[src/rtl/imem_loader.sv]
// imem_loader
//   Debug-unit writer for the instruction memory's program-load port. Bytes
//   arriving from the UART receiver are packed big-endian into 32-bit words,
//   and each word is written once at consecutive addresses starting from 0.
//   A load ends when a HALT word has been written or when the last address of
//   memory has been written. load_done is then held until the next start.
//
// Ports
//   clk              in   system clock, all logic on posedge
//   rst              in   synchronous active-high reset
//   start            in   1-cycle pulse, begin a new load at address 0
//   rx_data[7:0]     in   received byte
//   rx_valid         in   1-cycle strobe, rx_data valid this cycle
//   wr_instruction   out  1-cycle write strobe to instruction memory
//   data_instruction out  assembled word, held until the next word completes
//   wr_addr          out  word address of the current or next write
//   busy             out  high while receiving or writing
//   load_done        out  high once the load has finished
//   overflow         out  load finished by filling memory without a HALT word
//   word_count       out  words written in the current load
//
// wr_addr is ADDR_W bits wide and stops at DEPTH-1, so DEPTH must not exceed
// 2**ADDR_W.

module imem_loader #(
  parameter int          DEPTH     = 32,
  parameter int          ADDR_W    = 32,
  parameter logic [31:0] HALT_WORD = 32'hFFFF_FFFF
) (
  input  logic              clk,
  input  logic              rst,
  input  logic              start,
  input  logic [7:0]        rx_data,
  input  logic              rx_valid,
  output logic              wr_instruction,
  output logic [31:0]       data_instruction,
  output logic [ADDR_W-1:0] wr_addr,
  output logic              busy,
  output logic              load_done,
  output logic              overflow,
  output logic [ADDR_W-1:0] word_count
);

  localparam logic [ADDR_W-1:0] LAST_ADDR = ADDR_W'(DEPTH - 1);

  typedef enum logic [1:0] {
    IDLE,
    RECV,
    WRITE,
    DONE
  } state_t;

  state_t            state, state_next;
  logic [1:0]        byte_cnt, byte_cnt_next;
  // Holds the first three bytes of a word; the fourth byte goes straight
  // into data_instruction together with these.
  logic [23:0]       shift_reg, shift_next;
  logic [31:0]       data_next;
  logic [ADDR_W-1:0] addr_next, count_next;
  logic              overflow_next;

  always_ff @(posedge clk) begin
    if (rst) begin
      state            <= IDLE;
      byte_cnt         <= '0;
      shift_reg        <= '0;
      data_instruction <= '0;
      wr_addr          <= '0;
      word_count       <= '0;
      overflow         <= 1'b0;
    end else begin
      state            <= state_next;
      byte_cnt         <= byte_cnt_next;
      shift_reg        <= shift_next;
      data_instruction <= data_next;
      wr_addr          <= addr_next;
      word_count       <= count_next;
      overflow         <= overflow_next;
    end
  end

  always_comb begin
    state_next     = state;
    byte_cnt_next  = byte_cnt;
    shift_next     = shift_reg;
    data_next      = data_instruction;
    addr_next      = wr_addr;
    count_next     = word_count;
    overflow_next  = overflow;
    wr_instruction = 1'b0;
    busy           = 1'b0;
    load_done      = 1'b0;

    case (state)
      IDLE, DONE: begin
        load_done = (state == DONE);
        if (start) begin
          state_next    = RECV;
          addr_next     = '0;
          count_next    = '0;
          byte_cnt_next = '0;
          shift_next    = '0;
          overflow_next = 1'b0;
        end
      end

      RECV: begin
        busy = 1'b1;
        if (rx_valid) begin
          if (byte_cnt == 2'd3) begin
            data_next     = {shift_reg, rx_data};
            byte_cnt_next = '0;
            state_next    = WRITE;
          end else begin
            shift_next    = {shift_reg[15:0], rx_data};
            byte_cnt_next = byte_cnt + 2'd1;
          end
        end
      end

      WRITE: begin
        busy           = 1'b1;
        wr_instruction = 1'b1;
        count_next     = word_count + ADDR_W'(1);
        if (data_instruction == HALT_WORD) begin
          state_next    = DONE;
          overflow_next = 1'b0;
        end else if (wr_addr == LAST_ADDR) begin
          state_next    = DONE;
          overflow_next = 1'b1;
        end else begin
          state_next = RECV;
          addr_next  = wr_addr + ADDR_W'(1);
          // A byte arriving during the write cycle starts the next word
          if (rx_valid) begin
            shift_next    = {shift_reg[15:0], rx_data};
            byte_cnt_next = 2'd1;
          end
        end
      end

      default: state_next = IDLE;
    endcase
  end

endmodule
[config.mk]
export PLATFORM = sky130hd
export DESIGN_NAME = imem_loader
export DESIGN_NICKNAME = d
export VERILOG_FILES = /design/src/rtl/imem_loader.sv
export SDC_FILE = /design/constraint.sdc
export NUM_CORES = 1
export LEC_CHECK = 0
export CELL_PAD_IN_SITES_DETAIL_PLACEMENT = 1
export CELL_PAD_IN_SITES_GLOBAL_PLACEMENT = 1
export CORE_MARGIN = 3
export CORE_UTILIZATION = 38
export CTS_CLUSTER_DIAMETER = 60
export DETAILED_ROUTE_END_ITERATION = 8
export PLACE_DENSITY = 0.78
export SYNTH_ARGS = -nofsm -noshare
export SYNTH_HDL_FRONTEND = slang
export SYNTH_SLANG_ARGS = --single-unit
[constraint.sdc]
create_clock -name clk -period 2.6 [get_ports clk]
set_input_delay 0.39 -clock clk [delete_from_list [all_inputs] [get_ports clk]]
set_output_delay 0.39 -clock clk [all_outputs]
set_load 0.05 [all_outputs]
==> results of run 1 <==
## path summary, 6_finish.rpt
kind / to / slack (ns) / from
max: wr_addr[5] / 0.15 / wr_addr[18]
min: word_count[1] / 0.41 / rst
max reg2reg: wr_addr[5] / 0.15 / wr_addr[18]
min reg2reg: data_instruction[30] / 0.45 / shift_reg[22]
## report_power, final
group / internal [mW] / leakage, nW / switching [mW]
combinational: 0.142 / 1.48 / 0.371
sequential: 1.94 / 1.01 / 0.0263
clock: 1.48 / 0.282 / 0.835
## per-layer routing
layer | wire (µm) | share of wire [%]
met5 | 0 | 0
met4 | 241 | 1.3
met3 | 1030 | 5.5
met2 | 9600 | 52
met1 | 7750 | 42
## through the flow
stage          hold WS [ns]  instance area [µm²]  instances  setup TNS [ns]  utilization [%]
2_1_floorplan         0.427                 5630        665               0                -
3_3_place_gp          0.448                 7010        942               0             49.3
3_5_place_dp          0.453                 7010        942               0             49.3
4_1_cts               0.384                 7580        974               0             53.4
5_1_grt               0.405                 7630        975        -0.00691             53.7
6_report              0.411                 7630        975               0             53.7
## cell families (layout without fill, tap and decap cells)
kind of cell / Yosys count / in the layout / synth area share (%)
DFF: 125 / 125 / 44.5
xor gates and xnor gates: 27 / 27 / 4.20
adders and majority gates: 7 / 7 / 1.56
and+or+nand+nor: 294 / 294 / 27.1
muxes: 3 / 3 / 0.556
AOI/OAI and AO/OA: 159 / 160 / 18.4
buffers and inverters: 50 / 179 / 3.67
## placed cells by master, fill, tap and decap left out, types with 8 or more instances in the layout
cell / synthesis / layout
xor2_1: 23 / 23
a41o_1: 24 / 24
nor3b_1: 24 / 24
o21ai_0: 28 / 28
a21oi_1: 65 / 64
buf_4: 0 / 28
nand4_1: 22 / 22
nand3_1: 32 / 31
dfxtp_1: 125 / 125
a31oi_1: 9 / 9
nor4_1: 11 / 10
nand2_1: 99 / 99
clkdlybuf4s50_1: 0 / 108
nor2_1: 49 / 49
clkbuf_16: 0 / 17
and3_1: 11 / 11
inv_1: 8 / 8
## critical path: cells and delay by family (launching register included)
family             cells  cell delay (ns)
AOI/OAI and AO/OA      4             1.19
and+or+nand+nor        2             0.81
DFF                    1             0.36
## area by class of cell
type | count | area [µm²]
Inverter | 9 | 33.8
Tap cell | 180 | 225
Clock buffer | 26 | 489
Clock inverter | 6 | 83.8
Timing Repair Buffer | 138 | 1320
Multi-Input combinational cell | 491 | 2980
Fill cell | 1654 | 6580
Sequential cell | 125 | 2500
## what timing repair did
action | in CTS | in global routing
hold buffers | 0 | 0
resized for setup | 0 | 6
setup endpoints to repair | 0 | 39
endpoints found under the hold margin | 0 | 0
==> flow_metrics.py, run 1 <==
metrics = {
    "status": {
        "status": "completed",
    },
    "cts": {
        "cts.htree.levels": 4,
        "clock_latency_ns": 0.42,
        "cts_buffer_depth": 2,
        "tritoncts": "yes",
        "cts_made_buffers": 17,
        "cts.sink_count": 125,
        "clk_pin_slew_worst_paths_ns": 0.05,
        "cts_setup_buffers": 0,
        "root_buffer": "clkbuf_16",
    },
    "synth": {
        "synth-seq-area-share_pct": 44.5,
        "synth_edf_count": 0,
        "synth.most_common_cell": "dfxtp_1",
        "synth.avg_cell_area_um2": 8.46,
        "ys_top_cells_by_count": "dfxtp_1 (125), nand2_1 (99), a21oi_1 (65)",
        "synth_cell_types": 56,
        "synthArstFlopShare_pct": 0,
        "synth_top_area_share_pct": 44.5,
        "syn_nets": 684,
        "synth_ff_type": "dfxtp_1",
        "syn_inst": 665,
        "ys_ff_latch": 125,
        "syn_area_um2": 5630,
        "synth.area.top_cells": "dfxtp_1 (44%), nand2_1 (6.6%), a21oi_1 (5.8%), a41o_1 (4.3%), xor2_1 (3.6%)",
        "synth_top_cell_by_area": "dfxtp_1",
        "yosysWarnings": 0,
    },
    "timing": {
        "fmax_mhz": 408,
        "relSlewSlack_pct": 33.0,
        "hold_viol": 0,
        "finalClockSkew_ns": 0.00941,
        "setup_slack_ns": 0.152,
        "worstMarginPinSlew_ns": 1.00,
        "period_share_pct": 94.2,
        "post-route-min-period_ns": 2.45,
        "finalSetupViolCount": 0,
        "drv_slew": 0,
        "rsz0062_at_grt": "yes",
    },
    "detailed_routing": {
        "drt_iter0_drc": 371,
        "routed_via_density": 5.77,
        "drc": 0,
        "avgRoutedWirePerCell_um": 19.1,
        "via_count": 5628,
        "ant_nets": 0,
        "drtPass1Iterations": 4,
        "wl_mm": 18.6,
    },
    "floorplan": {
        "ios": 112,
        "chipHeight_um": 128,
        "rows": 43,
        "start_util_pct": 39.6,
        "die_area_um2": 16300,
        "design.core.area_um2": 14200,
        "die_w_um": 128,
    },
    "layout": {
        "area_delta_synth_final_pct": 35.5,
        "fin_nets": 801,
        "drive_gt1_share_pct": 9.94,
        "antenna_cells": 0,
        "reg.largest.list": "data_instruction x32, word_count x32, wr_addr x32",
    },
    "grt": {
        "global_route.usage.met3_pct": 6.04,
        "track_usage_pct": 22.7,
        "grt_pass1_wl_mm": 30.0,
        "grt_pass1_vias": 5788,
        "grt_max_degree": 65,
        "grt_overflow": 0,
        "grt_util_met1_pct": 28.2,
        "grt_use_met2_pct": 38.9,
        "busiest_layer": "met2",
        "antenna_found_initial": 0,
    },
    "run": {
        "maxCapViolCount": 0,
    },
    "pwr": {
        "totalPowerFinal_mw": 4.80,
        "p_leak_nw": 2.77,
        "power_density_nw_per_um2": 629,
        "peakVddDrop_uv": 430,
    },
    "setup_path": {
        "slowest_delay_ns": 0.49,
        "path_cells": "nor4_1 -> nand4_1 -> o2bb2a_2 -> o21ai_2 -> o21ai_0 -> a21oi_1",
        "cp_data_required_time_ns": 2.94,
        "arrival_ns": 2.78,
        "cp-start-kind": "flop",
        "crit_fanout": 8,
        "reg2reg_depth": 6,
        "end_kind": "flop",
        "slowest_stage": "nor4_1",
        "path_class": "reg2reg",
    },
    "place": {
        "gp_congestion": 0.930,
        "numPortBuffers": 111,
        "preCtsSetupSlack_ns": 0.00560,
        "dp_hpwl_mm": 12.9,
    },
    "hold_path": {
        "min_path_type": "in2reg",
        "hold_path_depth": 2,
    },
}
No activity file was read; power rests on OpenSTA's default activity.
==> inputs of run 2 (changes only) <==
--- a/config.mk
+++ b/config.mk
@@ -10,6 +10,7 @@
 export CORE_MARGIN = 3
 export CORE_UTILIZATION = 38
 export CTS_CLUSTER_DIAMETER = 60
+export CTS_CLUSTER_SIZE = 12
 export DETAILED_ROUTE_END_ITERATION = 8
 export PLACE_DENSITY = 0.78
 export SYNTH_ARGS = -nofsm -noshare
==> results of run 2 <==
Same layout as run 1: the final DEF is identical, and so are final timing and power.
==> inputs of run 3 (changes only) <==
--- a/config.mk
+++ b/config.mk
@@ -5,6 +5,7 @@
 export SDC_FILE = /design/constraint.sdc
 export NUM_CORES = 1
 export LEC_CHECK = 0
+export ABC_AREA = 0
 export CELL_PAD_IN_SITES_DETAIL_PLACEMENT = 1
 export CELL_PAD_IN_SITES_GLOBAL_PLACEMENT = 1
 export CORE_MARGIN = 3
@@ -12,6 +13,7 @@
 export CTS_CLUSTER_DIAMETER = 60
 export CTS_CLUSTER_SIZE = 12
 export DETAILED_ROUTE_END_ITERATION = 8
+export HOLD_SLACK_MARGIN = 0.05
 export PLACE_DENSITY = 0.78
 export SYNTH_ARGS = -nofsm -noshare
 export SYNTH_HDL_FRONTEND = slang
==> results of run 3 <==
Same layout as run 1: the final DEF is identical, and so are final timing and power.
